File: src/rtl/gpio_debounce_pkg.sv
// gpio_debounce_pkg
//   Shared definitions for the GPIO input conditioner:
//     - chan_state_e : per-channel debounce FSM state encoding
//     - DEF_*        : default timing constants (1 ms tick at 12 MHz)
//     - clog2        : ceiling log2 for counter sizing
//     - bits_for     : clog2 clamped to a minimum of one bit
package gpio_debounce_pkg;

    typedef enum logic {
        STABLE  = 1'b0,
        PENDING = 1'b1
    } chan_state_e;

    localparam int unsigned DEF_WIDTH        = 2;
    localparam int unsigned DEF_SYNC_STAGES  = 2;
    localparam int unsigned DEF_PRESCALE     = 12000;
    localparam int unsigned DEF_STABLE_TICKS = 10;

    function automatic int unsigned clog2(input int unsigned value);
        int unsigned result;
        int unsigned span;
        result = 0;
        span   = 1;
        while (span < value) begin
            span   = span << 1;
            result = result + 1;
        end
        return result;
    endfunction

    function automatic int unsigned bits_for(input int unsigned value);
        int unsigned r;
        r = clog2(value);
        return (r == 0) ? 1 : r;
    endfunction

endpackage

File: src/rtl/debounce_chan.sv
// debounce_chan
//   One input channel: synchroniser, debounce FSM with tick counter,
//   debounced level, single-cycle edge pulses and a sticky event flag.
//   Ports:
//     clk        : system clock
//     reset      : synchronous, active-high reset
//     tick       : shared prescaler strobe
//     in_raw     : asynchronous pin
//     event_clr  : clears event_flag (set wins on collision)
//     level      : debounced level
//     rise, fall : one-cycle pulses aligned with the level change
//     event_flag : sticky, set the cycle after rise or fall
module debounce_chan
    import gpio_debounce_pkg::*;
#(
    parameter int unsigned SYNC_STAGES  = DEF_SYNC_STAGES,
    parameter int unsigned STABLE_TICKS = DEF_STABLE_TICKS,
    parameter logic        INIT_LEVEL   = 1'b1
) (
    input  logic clk,
    input  logic reset,
    input  logic tick,
    input  logic in_raw,
    input  logic event_clr,
    output logic level,
    output logic rise,
    output logic fall,
    output logic event_flag
);

    localparam int unsigned       CNT_W    = bits_for(STABLE_TICKS + 1);
    localparam logic [CNT_W-1:0]  CNT_LAST = CNT_W'(STABLE_TICKS - 1);

    logic [SYNC_STAGES-1:0] sync_q;
    logic                   sync;
    chan_state_e            state;
    logic [CNT_W-1:0]       cnt;

    always_comb sync = sync_q[SYNC_STAGES-1];

    always_ff @(posedge clk) begin
        if (reset) begin
            sync_q     <= {SYNC_STAGES{INIT_LEVEL}};
            state      <= STABLE;
            cnt        <= '0;
            level      <= INIT_LEVEL;
            rise       <= 1'b0;
            fall       <= 1'b0;
            event_flag <= 1'b0;
        end else begin
            sync_q <= {sync_q[SYNC_STAGES-2:0], in_raw};
            rise   <= 1'b0;
            fall   <= 1'b0;

            // A pulse registered last cycle sets the flag; it beats a clear.
            if (rise || fall)
                event_flag <= 1'b1;
            else if (event_clr)
                event_flag <= 1'b0;

            case (state)
                STABLE: begin
                    if (sync != level) begin
                        state <= PENDING;
                        cnt   <= tick ? CNT_W'(1) : '0;
                    end else begin
                        cnt <= '0;
                    end
                end
                PENDING: begin
                    if (sync == level) begin
                        state <= STABLE;
                        cnt   <= '0;
                    end else if (tick) begin
                        // >= rather than == keeps STABLE_TICKS=1 from wrapping.
                        if (cnt >= CNT_LAST) begin
                            level <= sync;
                            rise  <= sync;
                            fall  <= ~sync;
                            state <= STABLE;
                            cnt   <= '0;
                        end else begin
                            cnt <= cnt + 1'b1;
                        end
                    end
                end
                default: begin
                    state <= STABLE;
                    cnt   <= '0;
                end
            endcase
        end
    end

endmodule

File: src/rtl/gpio_debounce.sv
// gpio_debounce
//   Multi-channel push-button conditioner feeding the SoC GPIO inputs.
//   A shared prescaler produces the debounce tick; each channel is an
//   independent debounce_chan instance.
//   Ports:
//     clk        : system clock
//     reset      : synchronous, active-high reset
//     in_raw     : [WIDTH] asynchronous pins
//     level      : [WIDTH] debounced levels
//     rise, fall : [WIDTH] one-cycle pulses on accepted changes
//     event_flag : [WIDTH] sticky change flags
//     event_clr  : [WIDTH] per-channel flag clear
//     tick       : prescaler strobe
module gpio_debounce
    import gpio_debounce_pkg::*;
#(
    parameter int unsigned       WIDTH        = DEF_WIDTH,
    parameter int unsigned       SYNC_STAGES  = DEF_SYNC_STAGES,
    parameter int unsigned       PRESCALE     = DEF_PRESCALE,
    parameter int unsigned       STABLE_TICKS = DEF_STABLE_TICKS,
    parameter logic [WIDTH-1:0]  INIT_LEVEL   = '1
) (
    input  logic             clk,
    input  logic             reset,
    input  logic [WIDTH-1:0] in_raw,
    output logic [WIDTH-1:0] level,
    output logic [WIDTH-1:0] rise,
    output logic [WIDTH-1:0] fall,
    output logic [WIDTH-1:0] event_flag,
    input  logic [WIDTH-1:0] event_clr,
    output logic             tick
);

    localparam int unsigned    PW     = bits_for(PRESCALE);
    localparam logic [PW-1:0]  P_LAST = PW'(PRESCALE - 1);

    logic [PW-1:0] pcnt;

    always_ff @(posedge clk) begin
        if (reset)
            pcnt <= '0;
        else if (pcnt == P_LAST)
            pcnt <= '0;
        else
            pcnt <= pcnt + 1'b1;
    end

    always_comb tick = (pcnt == P_LAST);

    for (genvar i = 0; i < WIDTH; i++) begin : g_chan
        debounce_chan #(
            .SYNC_STAGES  (SYNC_STAGES),
            .STABLE_TICKS (STABLE_TICKS),
            .INIT_LEVEL   (INIT_LEVEL[i])
        ) u_chan (
            .clk        (clk),
            .reset      (reset),
            .tick       (tick),
            .in_raw     (in_raw[i]),
            .event_clr  (event_clr[i]),
            .level      (level[i]),
            .rise       (rise[i]),
            .fall       (fall[i]),
            .event_flag (event_flag[i])
        );
    end

endmodule

File: config.mk
export PLATFORM = sky130hd
export DESIGN_NAME = gpio_debounce
export DESIGN_NICKNAME = d
export VERILOG_FILES = /design/src/rtl/gpio_debounce_pkg.sv /design/src/rtl/debounce_chan.sv /design/src/rtl/gpio_debounce.sv
export SDC_FILE = /design/constraint.sdc
export NUM_CORES = 1
export LEC_CHECK = 0
export CAP_MARGIN = 20
export CORE_AREA = 2 2 57 59
export CTS_BUF_LIST = sky130_fd_sc_hd__clkbuf_4 sky130_fd_sc_hd__clkbuf_8
export DETAILED_ROUTE_END_ITERATION = 8
export DIE_AREA = 0 0 59 61
export PLACE_DENSITY = 0.79
export SETUP_SLACK_MARGIN = 0.5
export SLEW_MARGIN = 20
export SYNTH_ARGS = -nofsm -noshare
export SYNTH_HDL_FRONTEND = slang
export SYNTH_SLANG_ARGS = --single-unit
File: constraint.sdc
create_clock -name clk -period 3.7 [get_ports clk]
set_input_delay 0.74 -clock clk [delete_from_list [all_inputs] [get_ports clk]]
set_output_delay 0.74 -clock clk [all_outputs]
set_load 0.01 [all_outputs]
# --- Yosys cells after proc, flatten, opt, wreduce, memory -nomap -nowiden ---
# Index checks and enable logic that the tools add are counted.
classes:
  n_reduce_logical: 9
  bitwise: 9
  mux: 25
  order_cmp: 2
  n_eq_ne: 7
  n_addsub: 3
ops:
  columns: ["operator", "count"]
  rows:
  - ["4-bit two-way mux", 8]
  - ["4-bit case mux with 2 select lines", 2]
  - ["14-bit by 1-bit adder with 14-bit output (second input constant)", 1]
  - ["14-bit == test (second input constant)", 1]
  - ["1-bit two-way mux", 13]
  - ["5-bit OR reduction", 2]
  - ["1-bit inverter", 9]
  - ["4-bit by 1-bit adder with 4-bit output (second input constant)", 2]
  - ["4-bit greater-or-equal comparator (second input constant)", 2]
  - ["4-bit AND reduction", 2]
  - ["3-bit by 2-bit != test with 1-bit output (second input constant)", 2]
  - ["1-bit case mux with 2 select lines", 2]
  - ["2-bit nonzero test", 2]
  - ["1-bit == test", 2]
  - ["1-bit logical OR", 2]
  - ["1-bit != test", 2]
  - ["2-bit OR reduction", 1]
totals:
  ff_bits: 36
  out_inout_bits: 9
  input_bits: 6
  elab_cells: 70

# --- Longest topological paths before layout ---
logic_depth:
  ltp_word: 5
  mapped_depth: 7
  depth_no_buf: 6

# --- Modules after synthesis ---
# A second synthesis with hierarchy kept.
unflattened:
  cells_unflattened: 168
  area_unflattened_um2: 1605.3
by_module_without_submodules:
  columns: ["module", "area_per_inst_um2", "cells_per_inst", "instances"]
  rows:
  - ["debounce_chan", 476.7, 50, 2]
  - ["gpio_debounce", 651.9, 68, 1]

# --- Worst setup path before layout ---
# Ideal clock, no wire load.
synth_timing:
  path_type: "flip-flop to output port"
  start: "register pcnt[0]"
  end: "output tick"
  stages_incl_launch_ff: 6
  path_buffers: 1
  arrival_time_ns: 1.501
  t_required_ns: 2.960
  setup_slack_ns: 1.459
  cell_sequence: "dfxtp_1 > ha_1 > nand4_1 > or4_1 > clkbuf_2 > inv_2"
synth_via:
  elab_chain_len: 1
synth_lines:
  columns: ["item", "line_no", "text"]
  rows:
  - ["from (decl)", "gpio_debounce.sv:37", "logic [PW-1:0] pcnt;"]
  - ["from (signal assigned)", "gpio_debounce.sv:45", "pcnt <= pcnt + 1'b1;"]
  - ["14-bit == test", "gpio_debounce.sv:48", "always_comb tick = (pcnt == P_LAST);"]
  - ["to (decl)", "gpio_debounce.sv:31", "output logic tick"]
# No other way between the ends.

# --- Final worst setup path ---
layout_timing:
  start: "register pcnt[5]"
  end: "output tick"
# Same word-level chain as after synthesis.

==> results_dict.tcl <==
set metrics [dict create \
    placementRows 20 \
    outcome "complete, no violations" \
    grt_max_degree 17 \
    nets 205 \
    syn_to_final_growth_pct 13.33 \
    synth.avg_cell_area_um2 8.765 \
    multi_input_area_um2 753.2 \
    r2r_slack_ns 1.66 \
    yosysSeqAreaShare 0.4543 \
    p_seq_frac 0.553 \
    slew_headroom 0.4580 \
    hold-path-cell-count 1 \
    drt-initial-drc-count 56 \
    cts_sinks 36 \
    synth_area_mm2 0.001587 \
    pin_count 15 \
    synth-seq-cells 36 \
    io_buffers 14 \
    routedWlPerCell_um 12.66 \
    critPathLaunchType "flip-flop" \
    htreeDepth 2 \
    grt_pass1_vias 1166 \
    arrival_ns 2.24 \
    gp_congestion 0.8710 \
    die_w_um 59 \
    period_minus_slack_ns 2.981 \
    die_area_mm2 0.003599 \
    cts_buffers 5 \
    period_share 0.8057 \
    rsz0062_at_grt "false" \
    drc 0 \
    antenna_found_initial 0 \
    r2r_cells 6 \
    dp_slack_ns 0.7387 \
    critPathKind "reg2out" \
    yosysUniqueCellTypes 31 \
    p_int_mw 0.5816 \
    fmax_mhz 335.5 \
    syn_nets 194 \
    path_clk_slew_ns 0.11 \
    reg2reg_to "g_chan[0].u_chan.fall" \
    r2r_start "pcnt[5]" \
    num_vias 1243 \
    crit_path_start "pcnt[5]" \
    peakVddDrop_v 0.0002532 \
    drv_slew 0 \
    p_sw_frac 0.1892 \
    syn_inst 181 \
    clock_latency_ns 0.34 \
    tightest_slew_ns 0.8056 \
    start_util 0.5373 \
    setup_tns_ns 0 \
    root_buffer "clkbuf_4" \
    dp_hpwl_um 2134 \
    p_leak_nw 0.6288 \
    endpoint_kind "primary output" \
    combPwrFrac 0.026 \
    grt_usage 0.1869 \
    fin_ws_ns 0.7190 \
    drive_gt1_frac 0.09326 \
    first_pass_iters 4 \
    hold_viol_final 0 \
    crit_required_ns 2.96 \
    regArea_um2 720.7 \
    filler_cell_count 260 \
    cts_buffer_depth 2 \
    routed_wl_um 2862 \
    cp_max_fo 16 \
    coreArea_mm2 0.002953 \
    synth-warning-count 0 \
    grt_pass1_wl_um 4933 \
    hold_class "reg2reg" \
    cts_tree "built" \
    num_antenna_cells 0 \
    avgViaCountPerCell 5.500 \
    power.density_mw_per_mm2 399.0 \
    chipHeight_um 61 \
    power_mw 0.7174 \
    overflow 0 \
    p_sw_mw 0.1357 \
    drv_cap 0 \
    skew_ns 0.01503 \
    cp-endpoint "tick" \
    power_frac_clock 0.422 \
    ant_nets 0 \
    setup_violations 0 \
]
timing repair:
| action | CTS | global route |
|---|---|---|
| gates resized for setup | 1 | 0 |
| buffers inserted | 1 | 0 |
| endpoints found under the setup margin | 1 | 0 |
| hold buffers | 0 | 0 |
per-layer routing:
layer  routed length, µm  GRT usage  part of all wire
met3                 140    0.06823             0.049
met5                   0          0                 0
met2                1421     0.3095              0.50
met1                1261     0.2082              0.44
met4                  38     0.1071             0.013
critical path, stage by stage, from the launching register on:
cell and delay (ns):
dfxtp_1 0.36, or4b_1 0.53, or4_1 0.40, buf_4 0.20
inv_2 0.13, dlygate4sd2_1 0.28
Yosys cell counts, drive strengths merged:
| cell | number | area (µm²) |
|---|---|---|
| nand4b | 2 | 17.52 |
| or3b | 2 | 17.52 |
| nor2 | 21 | 78.83 |
| nor4 | 4 | 25.02 |
| and3 | 2 | 12.51 |
| nand4 | 3 | 18.77 |
| a21o | 1 | 7.510 |
| buf | 10 | 70.07 |
| or4b | 1 | 10.01 |
| a311oi | 2 | 17.52 |
| nand3 | 12 | 60.06 |
| clkbuf | 2 | 8.750 |
| nor4b | 1 | 15.01 |
| xor2 | 3 | 26.28 |
| ha | 7 | 87.58 |
| nand2b | 4 | 25.02 |
| o21ai | 6 | 30.03 |
| or3 | 2 | 12.51 |
| nand2 | 14 | 52.55 |
| o311ai | 1 | 8.760 |
| or2 | 4 | 25.02 |
| a21oi | 12 | 60.06 |
| inv | 9 | 33.78 |
| xnor2 | 10 | 87.58 |
| a21boi | 2 | 15.01 |
| nor3 | 7 | 35.03 |
| or4 | 1 | 7.510 |
| dfxtp | 36 | 720.7 |
power by group through the flow:
| stage | clock (mW) | sequential (mW) | combinational (mW) |
|---|---|---|---|
| 2_1_floorplan | 0 | 0.404 | 0.0111 |
| 3_3_place_gp | 0 | 0.405 | 0.0178 |
| 3_5_place_dp | 0 | 0.405 | 0.0189 |
| 4_1_cts | 0.312 | 0.396 | 0.0189 |
| 5_1_grt | 0.329 | 0.397 | 0.0211 |
| 6_report | 0.302 | 0.396 | 0.0186 |
area by class of cell:
| cell class | count | area share |
|---|---|---|
| multi-input combinational | 124 | 0.4189 |
| sequential | 36 | 0.4008 |
| timing repair buffer | 16 | 0.08560 |
| clock buffer | 7 | 0.03619 |
| tap | 33 | 0.02296 |
| inverter | 9 | 0.01879 |
| clock inverter | 1 | 0.01670 |
how the worst min path moves through the flow:
| stage | from | slack [ns] | to |
|---|---|---|---|
| after floorplan | g_chan[0].u_chan.sync_q[0] | 0.39 | g_chan[0].u_chan.sync_q[1] |
| after global placement | g_chan[1].u_chan.sync_q[0] | 0.39 | g_chan[1].u_chan.sync_q[1] |
| after detailed placement | g_chan[0].u_chan.sync_q[0] | 0.39 | g_chan[0].u_chan.sync_q[1] |
| after CTS | g_chan[1].u_chan.sync_q[0] | 0.42 | g_chan[1].u_chan.sync_q[1] |
| after global routing | g_chan[1].u_chan.sync_q[0] | 0.42 | g_chan[1].u_chan.sync_q[1] |
| final | g_chan[1].u_chan.sync_q[0] | 0.40 | g_chan[1].u_chan.sync_q[1] |
logic make-up (layout without fill, tap and decap cells):
logic type,after synthesis,after routing,synth area share
xor gates and xnor gates,13,13,0.07177
adders and majority gates,7,7,0.05520
buffers and inverters,21,33,0.07097
DFF,36,36,0.4543
AOI/OAI and AO/OA,24,24,0.08754
and+or+nand+nor,80,80,0.2602
sequential cells by signal (all words and copies together), names as in the netlist:
signal and count:
g_chan.u_chan.level 2, g_chan.u_chan.fall 2, g_chan.u_chan.cnt 8, g_chan.u_chan.rise 2
pcnt 14, g_chan.u_chan.event_flag 2, g_chan.u_chan.sync_q 4, g_chan.u_chan.state 2
placed cells by master, fill, tap and decap left out:
cell | Yosys | routed
a21boi_0 | 2 | 2
a21o_1 | 1 | 1
a21oi_1 | 12 | 12
a311oi_1 | 2 | 2
and3_1 | 2 | 2
buf_4 | 8 | 2
bufinv_16 | 0 | 1
clkbuf_4 | 0 | 5
clkbuf_8 | 0 | 2
clkdlybuf4s50_1 | 0 | 13
dfxtp_1 | 36 | 36
dlygate4sd2_1 | 0 | 1
ha_1 | 7 | 7
inv_1 | 8 | 8
inv_2 | 1 | 1
nand2_1 | 14 | 14
nand2b_1 | 4 | 4
nand3_1 | 12 | 12
nand4_1 | 3 | 3
nand4b_1 | 2 | 2
nor2_1 | 21 | 21
nor3_1 | 7 | 7
nor4_1 | 4 | 4
nor4b_2 | 1 | 1
o21ai_0 | 6 | 6
o311ai_0 | 1 | 1
or2_2 | 4 | 4
or3_1 | 2 | 2
or3b_2 | 2 | 2
or4_1 | 1 | 1
or4b_1 | 1 | 1
xnor2_1 | 10 | 10
xor2_1 | 3 | 3
metrics by stage:
stage | util | cells | hold slack (ns) | instance area [µm²]
2_1_floorplan | - | 181 | 0.3895 | 1587
3_3_place_gp | 0.5746 | 217 | 0.3929 | 1697
3_5_place_dp | 0.5746 | 217 | 0.3938 | 1697
4_1_cts | 0.6089 | 226 | 0.4153 | 1798
5_1_grt | 0.6089 | 226 | 0.4238 | 1798
6_report | 0.6089 | 226 | 0.4020 | 1798
Note: power is estimated with default switching activity, not from simulation.
